$ cat config.mk
export PLATFORM = sky130hd
export DESIGN_NAME = jk_modn_counter_flat
export DESIGN_NICKNAME = d
export VERILOG_FILES = /design/src/rtl/jk_modn_counter_if.sv /design/src/rtl/jk_modn_counter.sv /design/src/flat_wrapper.sv
export SDC_FILE = /design/constraint.sdc
export NUM_CORES = 1
export LEC_CHECK = 0
export ABC_AREA = 1
export CAP_MARGIN = 20
export CORE_UTILIZATION = 39
export DETAILED_ROUTE_END_ITERATION = 7
export GPL_TIMING_DRIVEN = 0
export PLACE_DENSITY = 0.71
export SKIP_CTS_REPAIR_TIMING = 1
export SKIP_LAST_GASP = 1
export SYNTH_ARGS = -nofsm -noshare
export SYNTH_HDL_FRONTEND = slang
export SYNTH_SLANG_ARGS = --single-unit
$ cat constraint.sdc
create_clock -name clk -period 1.6 [get_ports clk]
set_input_delay 0.32 -clock clk [delete_from_list [all_inputs] [get_ports clk]]
set_output_delay 0.32 -clock clk [all_outputs]
set_load 0.005 [all_outputs]
$ cat src/rtl/jk_modn_counter_if.sv
// jk_modn_counter_if: control inputs and observable outputs of the JK modulo-N counter
interface jk_modn_counter_if #(
   parameter int WIDTH = 4
);
   logic             en;
   logic             up_dn;
   logic             load;
   logic [WIDTH-1:0] load_val;
   logic [WIDTH-1:0] q;
   logic [WIDTH-1:0] j_vec;
   logic [WIDTH-1:0] k_vec;
   logic             tc;
   logic             wrap;
   logic             load_err;
   modport master (
      output en, up_dn, load, load_val,
      input  q, j_vec, k_vec, tc, wrap, load_err
   );
   modport slave (
      input  en, up_dn, load, load_val,
      output q, j_vec, k_vec, tc, wrap, load_err
   );
endinterface

$ cat src/rtl/jk_modn_counter.sv
// jk_modn_counter: modulo-N up/down counter whose state bits are JK cells
// driven by excitation terms derived from the desired next count.
module jk_modn_counter #(
   parameter int WIDTH   = 4,
   parameter int MODULUS = 10
) (
   input logic              clk,
   input logic              rst_n,
   jk_modn_counter_if.slave bus
);
   if (MODULUS < 2 || MODULUS > 2 ** WIDTH) begin : g_bad_modulus
      $error("jk_modn_counter: MODULUS must lie in 2..2**WIDTH");
   end
   // one extra bit so MODULUS = 2**WIDTH still compares correctly
   localparam logic [WIDTH:0] TOP = (WIDTH + 1)'(MODULUS - 1);
   logic [WIDTH-1:0] q, nxt, j, k;
   logic [WIDTH:0]   qx, lvx;
   logic             lv_ok, tc, wrap, load_err;
   assign qx    = {1'b0, q};
   assign lvx   = {1'b0, bus.load_val};
   assign lv_ok = lvx <= TOP;
   always_comb begin
      nxt = bus.load    ? (lv_ok ? bus.load_val : '0)
          : !bus.en     ? q
          : bus.up_dn   ? (qx == TOP ? '0 : WIDTH'(qx + 1'b1))
          : (qx == '0 ? TOP[WIDTH-1:0] : WIDTH'(qx - 1'b1));
   end
   assign j  = ~q & nxt;
   assign k  = q & ~nxt;
   assign tc = bus.en & ~bus.load & (bus.up_dn ? qx == TOP : qx == '0);
   // each bit obeys the JK rule: 00 hold, 01 clear, 10 set, 11 toggle
   always_ff @(posedge clk or negedge rst_n) begin
      if (!rst_n) begin
         q        <= '0;
         wrap     <= 1'b0;
         load_err <= 1'b0;
      end else begin
         for (int i = 0; i < WIDTH; i++)
            q[i] <= j[i] & k[i] ? ~q[i] : j[i] ? 1'b1 : k[i] ? 1'b0 : q[i];
         wrap     <= tc;
         load_err <= bus.load ? ~lv_ok : load_err;
      end
   end
   assign bus.q        = q;
   assign bus.j_vec    = j;
   assign bus.k_vec    = k;
   assign bus.tc       = tc;
   assign bus.wrap     = wrap;
   assign bus.load_err = load_err;
endmodule

$ cat src/flat_wrapper.sv
// flat-port wrapper written by rule: the top's interface ports become plain ports
module jk_modn_counter_flat 
#(
   parameter int WIDTH   = 4,
   parameter int MODULUS = 10
)
  (clk, rst_n, bus_en, bus_up_dn, bus_load, bus_load_val, bus_q, bus_j_vec, bus_k_vec, bus_tc, bus_wrap, bus_load_err);
  jk_modn_counter_if #(.WIDTH(WIDTH)) bus_i ();
  input logic clk;
  input logic rst_n;
  input wire logic [$bits(bus_i.en)-1:0] bus_en;
  input wire logic [$bits(bus_i.up_dn)-1:0] bus_up_dn;
  input wire logic [$bits(bus_i.load)-1:0] bus_load;
  input wire logic [$bits(bus_i.load_val)-1:0] bus_load_val;
  output wire logic [$bits(bus_i.q)-1:0] bus_q;
  output wire logic [$bits(bus_i.j_vec)-1:0] bus_j_vec;
  output wire logic [$bits(bus_i.k_vec)-1:0] bus_k_vec;
  output wire logic [$bits(bus_i.tc)-1:0] bus_tc;
  output wire logic [$bits(bus_i.wrap)-1:0] bus_wrap;
  output wire logic [$bits(bus_i.load_err)-1:0] bus_load_err;
  assign bus_i.en = bus_en;
  assign bus_i.up_dn = bus_up_dn;
  assign bus_i.load = bus_load;
  assign bus_i.load_val = bus_load_val;
  assign bus_q = bus_i.q;
  assign bus_j_vec = bus_i.j_vec;
  assign bus_k_vec = bus_i.k_vec;
  assign bus_tc = bus_i.tc;
  assign bus_wrap = bus_i.wrap;
  assign bus_load_err = bus_i.load_err;
  jk_modn_counter #(.WIDTH(WIDTH), .MODULUS(MODULUS)) u_core (.clk(clk), .rst_n(rst_n), .bus(bus_i));
endmodule
==> results.yml <==
run_status:
  outcome: "finished, violations left"
  violations: "DRC, setup timing"
clock_tree:
  numCtsBuffers: 3
  clk_pin_slew_ns: 0.05
  clkSinkCount: 6
  cts_htree_levels: 1
  cts_buffer_depth: 2
  clock_latency_ns: 0.26
  cts.root.buffer_cell: "clkbuf_4"
  tritoncts: "yes"
power:
  power.density_nw_per_um2: 1686
  clkPwrFrac: 0.087
  p_seq_frac: 0.169
  p_switching_mw: 0.8980
  p_int_mw: 1.049
  vdd.ir_drop.worst_v: 0.001174
  p_leak_nw: 0.5977
  switching_share: 0.4611
  pwr-share-comb: 0.744
setup_path:
  crit_arrival_ns: 1.80
  r2r-start: "u_core.bus.q[0]"
  required_ns: 1.28
  setup.worst_path.end_class: "output pin"
  r2r_slack_ns: -0.13
  r2r_cells: 11
  worst_setup_path_start_kind: "register"
  critical_path_peak_fanout: 7
  r2r-end: "u_core.bus.q[3]"
  critPathKind: "register to output pin"
yosys:
  ys_types: 22
  synthCells: 97
  yosys-top-cells-count: "20 x nand2_1, 13 x inv_1, 11 x ha_1"
  synth_top_cell_area_share: 0.2243
  mappedNetlistNets: 117
  synth_area_leader_cell: "dfrtp_1"
  async_reset_ff_frac: 1.000
  synth_area_leaders: "dfrtp_1 22%, ha_1 21%, nand2_1 11%"
  synth-seq-cells: 6
  yosys.area_share.simple: 0.3346
  synth_most_common_cell: "nand2_1"
  synthMuxAreaShare: 0
  syn_area_um2: 669.4
  synth_ff_type: "dfrtp_1"
  synth_compound_area_frac: 0.1196
  synth-edff-count: 0
  yosysSeqAreaShare: 0.2243
  synth_top_family_by_area: "simple AND/OR/NAND/NOR gates"
  avgSynthCellArea_um2: 6.901
  yosysWarningCount: 0
  synth_xor_area_frac: 0
  synth-adder-area-share: 0.2056
timing:
  final-max-slew-violation-count: 0
  max_freq_mhz: 471.9
  setup_slack_ns: -0.5192
  finalCritPeriodShare: 1.324
  skew_ns: 0.0006553
  finalHoldViolations: 0
  period_minus_slack_ns: 2.119
  rsz0062_at_grt: "yes"
  finalSetupViolCount: 15
  slew_headroom: 0.7478
  worst_pin_slew_ns: 0.3783
  fin_setup_tns_ns: -4.798
floorplan:
  die_w_um: 43.43
  core_um2: 1559
  io_pins: 24
  std_cell_rows: 14
  dieArea_um2: 1886
  initial_core_util: 0.4294
  die_h_um: 43.43
placed_design:
  postPlaceCellArea_um2: 957.2
  dpl.hpwl_mm: 1.315
  dp_cells: 136
  portBuffers: 23
  pre_cts_slack_ns: -0.8433
  gp_congestion: 0.7912
global_route:
  grt_start_max_net_pins: 9
  grt_usage: 0.2007
  grt_pass1_wl_mm: 2.711
  antenna_found_initial: 0
  grt_pass1_vias: 647
  grt.overflow.total: 0
layout:
  finalNetCount: 153
  diodes: 0
  area_delta_synth_final_pct: 72.52
  fin_area_um2: 1155
  layout-drive-gt1-share: 0.4242
  stdcell_count: 148
  nFillCells: 110
routing:
  via_count: 780
  ant_nets: 0
  wl_per_cell_um: 13.55
  drt-total-wl_mm: 2.005
  viasPerCell: 5.270
  drc: 2
  drtPass1Iterations: 6
  drt_iter0_drc: 19
hold_path:
  hp-class: "primary input to async pin"
job:
  maxCapViolations: 0
metal layers:
metal / routed length [um] / global-route usage
met1: 787 / 0.2228
met4: 72 / 0.1125
met5: 0 / 0
met2: 1052 / 0.3364
met3: 93 / 0.06667
kinds of logic after synthesis:
logic type | after synthesis
fa+ha+maj | 11
compound gates | 13
flops | 6
simple gates | 49
buf+inv | 18
layout by cell type, fill, tap and decap left out, types with 2 or more instances in the layout:
cell,synthesis,routed
ha_2,0,3
dfrtp_1,6,3
nand2_1,20,18
dlymetal6s2s_1,0,5
a21oi_2,2,2
dfrtp_2,0,3
ha_1,11,3
inv_2,3,6
nor2_2,1,3
nor2_4,1,3
clkdlybuf4s50_1,0,12
inv_1,13,8
ha_4,0,5
nand2_2,1,2
nand4_1,3,3
nand3_1,10,9
clkbuf_4,0,3
a21oi_1,7,5
nor2_1,9,5
a21oi_4,0,2
buf_4,0,8
inv_4,1,3
clkbuf_2,0,6
registers in the layout, summed over array words and instances, names as in the netlist:
signal and count:
u_core.bus.load_err 1, u_core.bus.wrap 1, u_core.bus.q 4
cell type report:
| type | instances | area [um2] | share of cell area |
|---|---|---|---|
| buffer | 1 | 11.26 | 0.009751 |
| timing repair buffer | 31 | 272.8 | 0.2362 |
| multi-input combinational | 73 | 599.3 | 0.5190 |
| inverter | 17 | 71.32 | 0.06176 |
| clock buffer | 4 | 26.28 | 0.02275 |
| tap | 16 | 20.02 | 0.01733 |
| sequential | 6 | 153.9 | 0.1333 |
power by group through the flow:
stage	combinational, mW	clock [mW]	sequential, mW
after floorplan	0.683	0	0.324
after global placement	1.06	0	0.334
after detailed placement	1.09	0	0.338
after CTS	1.10	0.170	0.335
after global routing	1.60	0.178	0.338
final	1.45	0.169	0.330
through the flow:
step,util,power (mW),hold slack (ns)
3_3_place_gp,0.6140,1.394,0.4705
4_1_cts,0.6308,1.607,0.3125
6_report,0.7408,1.947,0.3085
2_1_floorplan,-,1.006,0.02441
3_5_place_dp,0.6140,1.431,0.4751
5_1_grt,0.7408,2.115,0.3348
critical path, stage by stage, from the launching register on:
cell and delay, ns:
dfrtp_2 0.48, inv_4 0.07, ha_4 0.25, nor2_1 0.04, nor3_2 0.25, a21oi_4 0.10
inv_2 0.08, ha_4 0.15, clkbuf_2 0.11
how the worst max path moves through the flow:
stage / start / to / slack [ns] / cells past startpoint
detailed placement: bus_load / bus_j_vec[1] / -0.84 / 8
floorplan: u_core.bus.q[0] / u_core.bus.q[1] / -0.03 / 10
finish: u_core.bus.q[0] / bus_j_vec[1] / -0.52 / 8
global placement: bus_load / bus_j_vec[1] / -0.83 / 8
CTS: u_core.bus.q[0] / bus_j_vec[1] / -0.91 / 8
global route: u_core.bus.q[0] / bus_j_vec[1] / -0.62 / 8
(Power assumes the default switching activity.)
